### config.mk
export PLATFORM = sky130hd
export DESIGN_NAME = adc_multi_current_check
export DESIGN_NICKNAME = d
export VERILOG_FILES = /design/src/rtl/adc_multi_current_check.sv
export SDC_FILE = /design/constraint.sdc
export NUM_CORES = 1
export LEC_CHECK = 0
export ABC_AREA = 1
export BUFFER_PORTS_ARGS = -buffer_cell sky130_fd_sc_hd__buf_2
export CORE_MARGIN = 2
export CORE_UTILIZATION = 35
export CTS_CLUSTER_SIZE = 40
export DETAILED_ROUTE_END_ITERATION = 6
export PLACE_DENSITY_LB_ADDON = 0.15
export SYNTH_ARGS = -nofsm -noshare
export SYNTH_HDL_FRONTEND = slang
export SYNTH_SLANG_ARGS = --single-unit
### constraint.sdc
create_clock -name clk -period 4.9 [get_ports clk]
set_input_delay 0 -clock clk [delete_from_list [all_inputs] [get_ports clk]]
set_output_delay 0 -clock clk [all_outputs]
set_load 0.03 [all_outputs]
### src/rtl/adc_multi_current_check.sv
// Multi-channel ADC current supervisor: per-channel debounced peak and block-average
// checks on a channel-tagged sample stream, latched into a sticky safety fail.
//
// state   | meaning
// ARMED   | no trip since reset/clear; first trip latches first_fail_ch
// TRIPPED | at least one sticky fail set; first_fail_ch frozen until clear_fail
module adc_multi_current_check #(
  parameter int NUM_CH      = 4,
  parameter int DATA_W      = 16,
  parameter int LIMIT_W     = 32,
  parameter int AVG_LOG2    = 3,
  parameter int PEAK_TRIPS  = 2,
  parameter int DRIVE_TRIPS = 4,
  localparam int CH_W       = $clog2(NUM_CH) | 1
) (
  input  logic               clk,
  input  logic               rst,
  input  logic               clear_fail,
  input  logic               adc_data_valid,
  input  logic [CH_W-1:0]    adc_channel,
  input  logic [DATA_W-1:0]  adc_data,
  input  logic [LIMIT_W-1:0] drive_current_limit,
  input  logic [LIMIT_W-1:0] power_peak_current_limit,
  output logic               current_limit_fail,
  output logic [NUM_CH-1:0]  peak_fail_ch,
  output logic [NUM_CH-1:0]  drive_fail_ch,
  output logic [3:0]         first_fail_ch,
  output logic               bad_channel
);

  localparam int ACC_W    = DATA_W + AVG_LOG2;
  localparam int SC_W     = (AVG_LOG2 > 0) ? AVG_LOG2 : 1;
  localparam int CMP_W    = (LIMIT_W > ACC_W) ? LIMIT_W : ACC_W;
  localparam int PK_W     = $clog2(PEAK_TRIPS + 1);
  localparam int DR_W     = $clog2(DRIVE_TRIPS + 1);
  localparam int BLK_LAST = (1 << AVG_LOG2) - 1;

  typedef enum logic {ST_ARMED, ST_TRIPPED} state_t;

  state_t state, state_nxt;

  logic [ACC_W-1:0] acc  [NUM_CH];
  logic [SC_W-1:0]  scnt [NUM_CH];
  logic [PK_W-1:0]  pk_cnt [NUM_CH];
  logic [DR_W-1:0]  dr_cnt [NUM_CH];

  logic             ch_ok, smp;
  logic [ACC_W-1:0] sel_acc, sum, avg;
  logic [SC_W-1:0]  sel_scnt;
  logic [PK_W-1:0]  sel_pk, pk_nxt;
  logic [DR_W-1:0]  sel_dr, dr_nxt;
  logic             over_pk, over_dr, blk_end, pk_trip, dr_trip, trip;

  // Mux out the state of the addressed channel; out-of-range indices select nothing.
  always_comb begin
    sel_acc  = '0;
    sel_scnt = '0;
    sel_pk   = '0;
    sel_dr   = '0;
    for (int c = 0; c < NUM_CH; c++) begin
      if (int'(adc_channel) == c) begin
        sel_acc  = acc[c];
        sel_scnt = scnt[c];
        sel_pk   = pk_cnt[c];
        sel_dr   = dr_cnt[c];
      end
    end
  end

  always_comb begin
    ch_ok   = int'(adc_channel) < NUM_CH;
    smp     = adc_data_valid && ch_ok && !clear_fail;
    over_pk = CMP_W'(adc_data) > CMP_W'(power_peak_current_limit);
    sum     = sel_acc + ACC_W'(adc_data);
    avg     = sum >> AVG_LOG2;
    blk_end = sel_scnt == SC_W'(BLK_LAST);
    over_dr = CMP_W'(avg) > CMP_W'(drive_current_limit);
    pk_nxt  = '0;
    if (over_pk)
      pk_nxt = (sel_pk == PK_W'(PEAK_TRIPS)) ? sel_pk : sel_pk + PK_W'(1);
    dr_nxt  = '0;
    if (over_dr)
      dr_nxt = (sel_dr == DR_W'(DRIVE_TRIPS)) ? sel_dr : sel_dr + DR_W'(1);
    pk_trip = smp && (pk_nxt == PK_W'(PEAK_TRIPS));
    dr_trip = smp && blk_end && (dr_nxt == DR_W'(DRIVE_TRIPS));
    trip    = pk_trip || dr_trip;
  end

  always_ff @(posedge clk or posedge rst) begin
    if (rst) begin
      for (int c = 0; c < NUM_CH; c++) begin
        acc[c]    <= '0;
        scnt[c]   <= '0;
        pk_cnt[c] <= '0;
        dr_cnt[c] <= '0;
      end
      peak_fail_ch  <= '0;
      drive_fail_ch <= '0;
      bad_channel   <= 1'b0;
    end else if (clear_fail) begin
      for (int c = 0; c < NUM_CH; c++) begin
        acc[c]    <= '0;
        scnt[c]   <= '0;
        pk_cnt[c] <= '0;
        dr_cnt[c] <= '0;
      end
      peak_fail_ch  <= '0;
      drive_fail_ch <= '0;
      bad_channel   <= 1'b0;
    end else if (adc_data_valid) begin
      if (!ch_ok) bad_channel <= 1'b1;
      for (int c = 0; c < NUM_CH; c++) begin
        if (ch_ok && int'(adc_channel) == c) begin
          pk_cnt[c] <= pk_nxt;
          if (pk_trip) peak_fail_ch[c] <= 1'b1;
          if (blk_end) begin
            acc[c]    <= '0;
            scnt[c]   <= '0;
            dr_cnt[c] <= dr_nxt;
            if (dr_trip) drive_fail_ch[c] <= 1'b1;
          end else begin
            acc[c]  <= sum;
            scnt[c] <= scnt[c] + SC_W'(1);
          end
        end
      end
    end
  end

  always_ff @(posedge clk or posedge rst) begin
    if (rst) state <= ST_ARMED;
    else     state <= state_nxt;
  end

  always_comb begin
    state_nxt = state;
    case (state)
      ST_ARMED:   if (!clear_fail && trip) state_nxt = ST_TRIPPED;
      ST_TRIPPED: if (clear_fail) state_nxt = ST_ARMED;
      default:    state_nxt = ST_ARMED;
    endcase
  end

  always_comb begin
    current_limit_fail = (state == ST_TRIPPED);
  end

  always_ff @(posedge clk or posedge rst) begin
    if (rst)                              first_fail_ch <= '0;
    else if (clear_fail)                  first_fail_ch <= '0;
    else if (state == ST_ARMED && trip)   first_fail_ch <= 4'(adc_channel);
  end

endmodule

==> impl_metrics.yaml, run 1 <==
run_status:
  status: "finished, final reports clean"
final_layout:
  finalInstanceArea_sq_mm: 0.00878
  diodes: 0
  area_delta_synth_final_pct: 19.2
  fin_util: 0.422
  num-fill-cells: 2124
  drive_above_1_share: 0.159
  finalNetCount: 1214
  post_layout_nonfiller_instances: 1357
route:
  postRouteAntennaNets: 0
  drtIter0Drc: 455
  wl_per_cell_um: 15.6
  drt-pass1-iter-count: 5
  viasPerCell: 4.97
  drc: 0
  drt-total-wl_mm: 21.1
  vias: 6741
global_routing:
  use_met2: 0.306
  globalRouteMet1Util: 0.278
  grtUsageMet3: 0.0413
  grt_pass1_vias: 6260
  grtUsageTotal: 0.196
  grt_max_degree: 71
  antenna_found_initial: 0
  grt_first_pass_wirelength_mm: 33.5
  overflow: 0
  busiest_layer: "met2"
logic_synthesis:
  synthFlopType: "dfrtp_1"
  yosysUniqueCellTypes: 43
  synth_edf_count: 0
  syn_avg_cell_area_sq_um: 7.63
  synthMuxAreaShare: 0
  synth_top_family_by_area: "simple AND/OR/NAND/NOR gates"
  synth_warnings: 0
  syn_inst: 966
  synth_nets: 1111
  synth_xor_area_frac: 0.0212
  synth_top_area_share: 0.411
  yosysSeqAreaShare: 0.411
  post-synth-top-count-cell: "nand2_1"
  synth_common_cells: "nand2_1 (291), dfrtp_1 (121), inv_1 (93), o21ai_0 (84), nand3_1 (65)"
  synth_largest_area_cell: "dfrtp_1"
  synth_seq_cells: 121
  synth-adder-area-share: 0.0995
  async_reset_ff_frac: 1.00
  synth_compound_area_frac: 0.119
  synth_area_sq_mm: 0.00737
  yosys.area_share.simple: 0.272
  synth_area_leaders: "dfrtp_1 (41%), nand2_1 (15%), ha_1 (9.7%)"
worst_setup_path:
  cp-end-kind: "flip-flop"
  crit_fanout: 14
  r2r_slack_ps: 1010
  critPathSlowestCell: "dlygate4sd3_1"
  cp_data_arrival_time_ps: 4730
  crit_type: "in -> reg"
  cpPeakStageDelay_ps: 530
  critPathLaunchType: "primary input"
  r2r-start: "acc[57]$_DFFE_PP0P_"
  r2r-end: "dr_cnt[8]$_DFFE_PP0P_"
  reg2reg_depth: 25
  crit_required_ps: 5230
  cp_common_cell: "nand2_1"
place:
  hpwlAfterDp_mm: 15.2
  dp_cells: 1320
  port_buffers: 99
  gp_congestion: 0.905
  place_area_sq_mm: 0.00814
  post-place-ws_ps: 683
die:
  die_h_um: 149
  top_level_ports: 101
  rows: 53
  die_x_um: 149
  die_area_sq_mm: 0.0222
  core_area_sq_mm: 0.0208
  initial_utilization: 0.354
cts:
  ctsResizeCount: 0
  clock_latency_ps: 420
  cts_max_level: 4
  clock-sinks: 121
  path_clk_slew_ps: 60
  postCtsSetupRepairBufs: 0
  cts_buffer_depth: 2
  root_buffer: "clkbuf_16"
  cts_made_buffers: 17
  cts_tree: "built"
timing:
  worst_slew_pin_slew_ps: 885
  finalSetupViolCount: 0
  clock.fmax_mhz: 227
  relSlewSlack: 0.410
  fin_skew_ps: 11.0
  min_period_ps: 4400
  setup_slack_ps: 502
  slew_violations: 0
  period_share: 0.898
  rsz0062_at_grt: "yes"
  final_hold_viol_count: 0
power:
  clkPwrFrac: 0.415
  p_per_area_mw_per_mm2: 341
  fin_total_pwr_w: 0.00300
  sw_frac_of_total: 0.298
  p_sw_w: 0.000893
  combPwrFrac: 0.199
  power_frac_seq: 0.386
  p_int_w: 0.00210
  ir_drop_uv: 226
  leakage_nw: 4.54
run:
  cap_violations: 0
worst_hold_path:
  hold_start: "adc_channel[2]"
  hold_depth: 3
  holdPathEnd: "bad_channel$_DFFE_PP0P_"
  hp-class: "in -> reg"
==> sequential cells by signal (all words and copies together) (netlist names) <==
name / count
acc: 76
dr_cnt: 12
scnt: 12
pk_cnt: 8
drive_fail_ch: 4
peak_fail_ch: 4
first_fail_ch: 3
bad_channel: 1
current_limit_fail: 1
==> cells in the final DEF (no fill, tap or decap), types with 7 or more instances in the layout <==
cell       instances
a21oi_1           42
buf_2             99
buf_4             13
clkbuf_16         17
dfrtp_1          121
ha_1              57
inv_1             92
inv_2              7
nand2_1          291
nand3_1           65
nand4_1           27
nor2_1            61
nor2_2            12
o21a_1             8
o21ai_0           84
o21ai_1            9
xor2_1            14
==> cell type report <==
class,count,area (sq um),share of cell area
multi-input combinational,710,3790,0.431
sequential,121,3030,0.345
timing repair buffer,117,643,0.0733
clock buffer,25,495,0.0564
inverter,102,390,0.0445
tap,275,344,0.0392
clock inverter,7,90.1,0.0103
==> routing by layer <==
layer	vias to the layer above	part of all wire	routed length, um
li1	3370	-	-
met1	3127	0.49	10400
met2	223	0.44	9290
met3	21	0.055	1160
met4	0	0.014	295
met5	-	0	0
==> what timing repair did <==
item | 4_1_cts | 5_1_grt
setup endpoints to repair | 0 | 4
hold buffers | 5 | 0
hold endpoints to repair | 76 | 0
==> worst max-delay path by stage <==
stage                         startpoint                           end  slack, ps  cells past startpoint
after floorplan           adc_channel[0]  first_fail_ch[0]$_DFFE_PP0P_       1230                     27
after global placement    adc_channel[1]         dr_cnt[8]$_DFFE_PP0P_        660                     27
after detailed placement  adc_channel[0]         dr_cnt[8]$_DFFE_PP0P_        680                     29
after CTS                 adc_channel[0]         dr_cnt[8]$_DFFE_PP0P_        530                     30
after global routing      adc_channel[0]        dr_cnt[11]$_DFFE_PP0P_        -20                     30
final                     adc_channel[0]         dr_cnt[8]$_DFFE_PP0P_        500                     30
==> logic make-up after synthesis <==
logic type,count (synthesis)
and+or+nand+nor,473
AOI/OAI and AO/OA,161
buffers and inverters,135
DFF,121
adders and majority gates,58
xor gates and xnor gates,17
other,1
==> critical path: cells and delay by family <==
family,cells,cell delay [ps]
adders and majority gates,2,570
buffers and inverters,5,1320
and+or+nand+nor,21,2630
AOI/OAI and AO/OA,2,210
==> power by group through the flow <==
stage	registers (W)	logic [W]	clock network [W]
floorplan	0.00117	0.000387	0
CTS	0.00116	0.000604	0.00126
detailed placement	0.00117	0.000597	0
global placement	0.00117	0.000598	0
global route	0.00117	0.000681	0.00131
finish	0.00116	0.000597	0.00124
==> stage by stage <==
stage / setup TNS (ps) / hold WS (ps)
CTS: 0 / 14.7
global route: -74.1 / 29.5
detailed placement: 0 / 259
finish: 0 / 35.3
floorplan: 0 / 145
global placement: 0 / 269
No activity file was read; power rests on OpenSTA's default activity.
==> run 2: changes to the inputs <==
Settings changed: CORE_ASPECT_RATIO from default to 0.7.
==> impl_metrics.yaml, run 2 (synthesized netlist as in run 1, its figures left out) <==
die:
  die_h_um: 125
  top_level_ports: 101
  initial_utilization: 0.356
  core_area_sq_mm: 0.0207
  die_area_sq_mm: 0.0222
  die_x_um: 177
  rows: 44
worst_setup_path:
  cp_common_cell: "nand2_1"
  cp-end-kind: "flip-flop"
  critPathLaunchType: "primary input"
  cp_data_arrival_time_ps: 4870
  crit_fanout: 20
  crit_required_ps: 5240
  cpPeakStageDelay_ps: 540
  crit_type: "in -> reg"
  critPathSlowestCell: "dlygate4sd3_1"
power:
  ir_drop_uv: 254
  p_per_area_mw_per_mm2: 346
  leakage_nw: 4.57
  fin_total_pwr_w: 0.00305
route:
  top_layer_used: "met4"
  wl_met1_mm: 12.0
  viasPerCell: 4.99
  drt-total-wl_mm: 22.9
  drt-pass1-iter-count: 6
  postRouteAntennaNets: 0
  dr_wl_met3_mm: 1.64
  drtIter0Drc: 640
  wl_per_cell_um: 16.9
  wl_met2_mm: 9.15
  vias: 6791
  drc: 0
cts:
  cts_tree: "built"
  cts_max_level: 4
  clock-sinks: 121
  root_buffer: "clkbuf_16"
  clock_latency_ps: 430
  cts_buffer_depth: 2
  cts_made_buffers: 17
  postCtsSetupRepairBufs: 0
  path_clk_slew_ps: 60
final_layout:
  fin_util: 0.426
  largest_register_ffs: 76
  post_layout_nonfiller_instances: 1361
  area_delta_synth_final_pct: 19.7
  regMostFlops: "acc"
  num-fill-cells: 2152
  largestRegisters: "acc x76, dr_cnt x12, scnt x12"
  layout_common_cells: "nand2_1 (291), dfrtp_1 (121), buf_2 (99), inv_1 (92), o21ai_0 (84)"
  final_common_cell: "nand2_1"
  diodes: 0
  drive_above_1_share: 0.166
  finalNetCount: 1217
global_routing:
  antenna_found_initial: 0
  overflow: 0
  grt_pass1_vias: 6528
  grt_first_pass_wirelength_mm: 36.8
  grtUsageTotal: 0.217
  grt_max_degree: 45
place:
  gp_congestion: 0.874
  dp_cells: 1324
  hpwlAfterDp_mm: 16.6
  port_buffers: 99
timing:
  relSlewSlack: 0.564
  hold_ws_ps: 20.2
  finalSetupViolCount: 0
  worst_slew_pin_slew_ps: 654
  period_share: 0.924
  min_period_ps: 4530
  rsz0062_at_grt: "yes"
  final_hold_viol_count: 0
  fin_skew_ps: 8.58
  slew_violations: 0
  setup-tns-final_ps: 0
  clock.fmax_mhz: 221
run_status:
  status: "finished, final reports clean"
worst_hold_path:
  hp-class: "in -> reg"
run:
  cap_violations: 0
## run 2: cell count changes in the layout (fill, tap and decap cells not counted), sizes merged
cell / change
clkbuf: -8
inv: +7
buf: +3
clkinv: +2
clkinvlp: -1
## run 2: layout make-up
| type | count | area, sq um | area share |
|---|---|---|---|
| clock buffer | 17 | 425 | 0.0482 |
| multi-input combinational | 710 | 3790 | 0.430 |
| sequential | 121 | 3030 | 0.343 |
| tap | 276 | 345 | 0.0392 |
| inverter | 102 | 393 | 0.0445 |
| clock inverter | 15 | 164 | 0.0186 |
| timing repair buffer | 120 | 673 | 0.0763 |
## run 2: report_power, final
| part | internal (W) | total, W | switching, W |
|---|---|---|---|
| clock | 0.000759 | 0.00128 | 0.000522 |
| combinational | 0.000206 | 0.000609 | 0.000403 |
| sequential | 0.00110 | 0.00116 | 0.0000605 |
| total | 0.00207 | 0.00305 | 0.000986 |
## run 2: path summary, 6_finish.rpt
kind                                     start                      end  slack, ps  cells past startpoint
setup / recovery                adc_channel[1]    dr_cnt[8]$_DFFE_PP0P_        370                     29
hold / removal                  adc_channel[2]  bad_channel$_DFFE_PP0P_         20                      3
setup reg to reg           acc[57]$_DFFE_PP0P_    dr_cnt[8]$_DFFE_PP0P_        910                     25
hold reg to reg            acc[17]$_DFFE_PP0P_      acc[17]$_DFFE_PP0P_        480                      2
max in group asynchronous                  rst       acc[2]$_DFFE_PP0P_       3780                      4
min in group asynchronous                  rst      scnt[0]$_DFFE_PP0P_        130                      3
## run 2: layer usage
| metal | vias to the layer above | track usage |
|---|---|---|
| met5 | - | 0 |
| met4 | 0 | 0.0347 |
| met3 | 14 | 0.0617 |
| met2 | 233 | 0.296 |
| met1 | 3167 | 0.340 |
| li1 | 3377 | - |
## run 2: timing repair
action,in CTS,in global routing
hold buffers,5,0
endpoints found under the setup margin,0,16
endpoints found under the hold margin,40,0
gates resized for setup,0,5
## run 2: critical path, delay by kind of cell
kind / cells / cell delay (ps)
simple gates: 19 / 2330
buf+inv: 6 / 1550
fa+ha+maj: 2 / 690
compound gates: 2 / 290
## run 2: stage by stage
step / setup WS (ps) / area (sq um)
floorplan: 1230 / 7370
global placement: 528 / 8170
detailed placement: 490 / 8170
CTS: 346 / 8810
global route: -26.1 / 8820
finish: 372 / 8820
==> run 3: changes to the inputs <==
Settings changed: REMOVE_ABC_BUFFERS from default to 1.
==> impl_metrics.yaml, run 3 (synthesized netlist as in run 1, its figures left out) <==
power:
  sw_frac_of_total: 0.305
  ir_drop_uv: 222
  p_per_area_mw_per_mm2: 347
  clkPwrFrac: 0.426
  p_int_w: 0.00212
  p_sw_w: 0.000932
  power_frac_seq: 0.381
  leakage_nw: 4.55
  combPwrFrac: 0.193
timing:
  rsz0062_at_grt: "no"
  fin_skew_ps: 13.0
  slew_violations: 0
  worst_slew_pin_slew_ps: 899
  setup-tns-final_ps: 0
  period_share: 0.901
  clock.fmax_mhz: 226
  finalSetupViolCount: 0
  final_hold_viol_count: 0
  min_period_ps: 4420
  hold_ws_ps: 177
  relSlewSlack: 0.399
global_routing:
  grt_first_pass_wirelength_mm: 35.6
  antenna_found_initial: 0
  grt_max_degree: 64
  grt_pass1_vias: 6305
  overflow: 0
  grtUsageTotal: 0.210
die:
  die_h_um: 125
  core_area_sq_mm: 0.0207
  top_level_ports: 101
  rows: 44
  initial_utilization: 0.356
  die_area_sq_mm: 0.0222
  die_x_um: 177
final_layout:
  largest_register_ffs: 76
  area_delta_synth_final_pct: 19.6
  regMostFlops: "acc"
  drive_above_1_share: 0.162
  final_common_cell: "nand2_1"
  diodes: 0
  num-fill-cells: 2167
  layout_common_cells: "nand2_1 (291), dfrtp_1 (121), buf_2 (99), inv_1 (92), o21ai_0 (84)"
  fin_util: 0.426
  largestRegisters: "acc x76, dr_cnt x12, scnt x12"
  finalNetCount: 1212
route:
  postRouteAntennaNets: 0
  drt-total-wl_mm: 22.5
  vias: 6675
  wl_per_cell_um: 16.6
  viasPerCell: 4.93
  drtIter0Drc: 492
  drc: 0
  drt-pass1-iter-count: 5
run:
  cap_violations: 0
worst_setup_path:
  crit_required_ps: 5240
  reg2reg_depth: 24
  critPathLaunchType: "primary input"
  cp_data_arrival_time_ps: 4750
  cp-end-kind: "flip-flop"
  crit_fanout: 12
  r2r_slack_ps: 890
  r2r-start: "acc[57]$_DFFE_PP0P_"
  r2r-end: "dr_cnt[0]$_DFFE_PP0P_"
  crit_type: "in -> reg"
worst_hold_path:
  holdPathEnd: "acc[20]$_DFFE_PP0P_"
  hold_start: "adc_data[1]"
  hold_depth: 6
  hp-class: "in -> reg"
cts:
  cts_made_buffers: 17
  cts_max_level: 4
  cts_tree: "built"
  cts_buffer_depth: 2
  root_buffer: "clkbuf_16"
  clock_latency_ps: 430
  postCtsSetupRepairBufs: 0
  path_clk_slew_ps: 60
  clock-sinks: 121
run_status:
  status: "finished, final reports clean"
place:
  port_buffers: 99
  hpwlAfterDp_mm: 16.1
  gp_congestion: 0.876
## run 3: cell types whose count changed in the layout (fill, tap and decap cells not counted), sizes merged
cell         before  now
bufinv            2    3
clkbuf           17   19
clkinv            5    6
inv             109  102
clkinvlp          1    3
buf             115  109
dlygate4sd3       5    6
## run 3: area by class of cell
cell class / instances / area [sq um] / share of cell area
multi-input combinational: 710 / 3810 / 0.433
clock buffer: 19 / 453 / 0.0514
tap: 276 / 345 / 0.0392
inverter: 102 / 393 / 0.0446
sequential: 121 / 3030 / 0.344
clock inverter: 12 / 150 / 0.0170
timing repair buffer: 115 / 631 / 0.0716
## run 3: what timing repair did
action                                  CTS  global route
hold buffers                              6             0
gates resized for setup                   0             6
hold endpoints to repair                 66             0
endpoints found under the setup margin    0            20
## run 3: how the worst max path moves through the flow
stage              startpoint                      endpoint  slack (ps)  cells after the start
5_1_grt        adc_channel[1]         dr_cnt[0]$_DFFE_PP0P_          90                     27
3_5_place_dp   adc_channel[1]         dr_cnt[0]$_DFFE_PP0P_         330                     26
2_1_floorplan  adc_channel[0]  first_fail_ch[0]$_DFFE_PP0P_        1060                     26
6_report       adc_channel[1]         dr_cnt[0]$_DFFE_PP0P_         480                     27
3_3_place_gp   adc_channel[1]  first_fail_ch[1]$_DFFE_PP0P_         420                     27
4_1_cts        adc_channel[1]         dr_cnt[0]$_DFFE_PP0P_         200                     27
## run 3: per-stage QoR
step / power [W] / instance area [sq um] / setup WS, ps / cells
final: 0.00305 / 8810 / 484 / 1355
after floorplan: 0.00154 / 7200 / 1060 / 933
after CTS: 0.00307 / 8790 / 205 / 1355
after detailed placement: 0.00176 / 8130 / 330 / 1318
after global placement: 0.00176 / 8130 / 417 / 1318
after global routing: 0.00321 / 8810 / 87.0 / 1355
## run 3: power groups by stage
stage / sequential [W] / combinational [W] / clock [W]
after global placement: 0.00118 / 0.000577 / 0
final: 0.00116 / 0.000590 / 0.00130
after global routing: 0.00118 / 0.000676 / 0.00136
after CTS: 0.00116 / 0.000589 / 0.00132
after floorplan: 0.00117 / 0.000373 / 0
after detailed placement: 0.00118 / 0.000582 / 0
## run 3: worst max-delay path, stage by stage
cell and delay, ps:
dlygate4sd3_1 540, buf_2 160, inv_2 210, nand3_2 250
inv_4 240, buf_4 230, nand2_1 70, nand4_1 80
ha_1 310, a21oi_2 240, o21ai_0 110, a21oi_1 130
nand2_1 130, nand2_1 80, nand2_1 70, nand2_1 60
nand2_1 100, and2_1 170, ha_1 270, nand2_1 70
nor3_1 300, nand2_1 150, a21oi_4 240, nand2_1 110
nor2_1 260, nand2_1 70, o21ai_0 80
## run 3: layer usage
layer | vias to the layer above | part of all wire | GRT usage
li1 | 3374 | - | -
met1 | 3093 | 0.54 | 0.336
met2 | 192 | 0.40 | 0.291
met3 | 16 | 0.054 | 0.0362
met4 | 0 | 0.0091 | 0.0473
met5 | - | 0 | 0
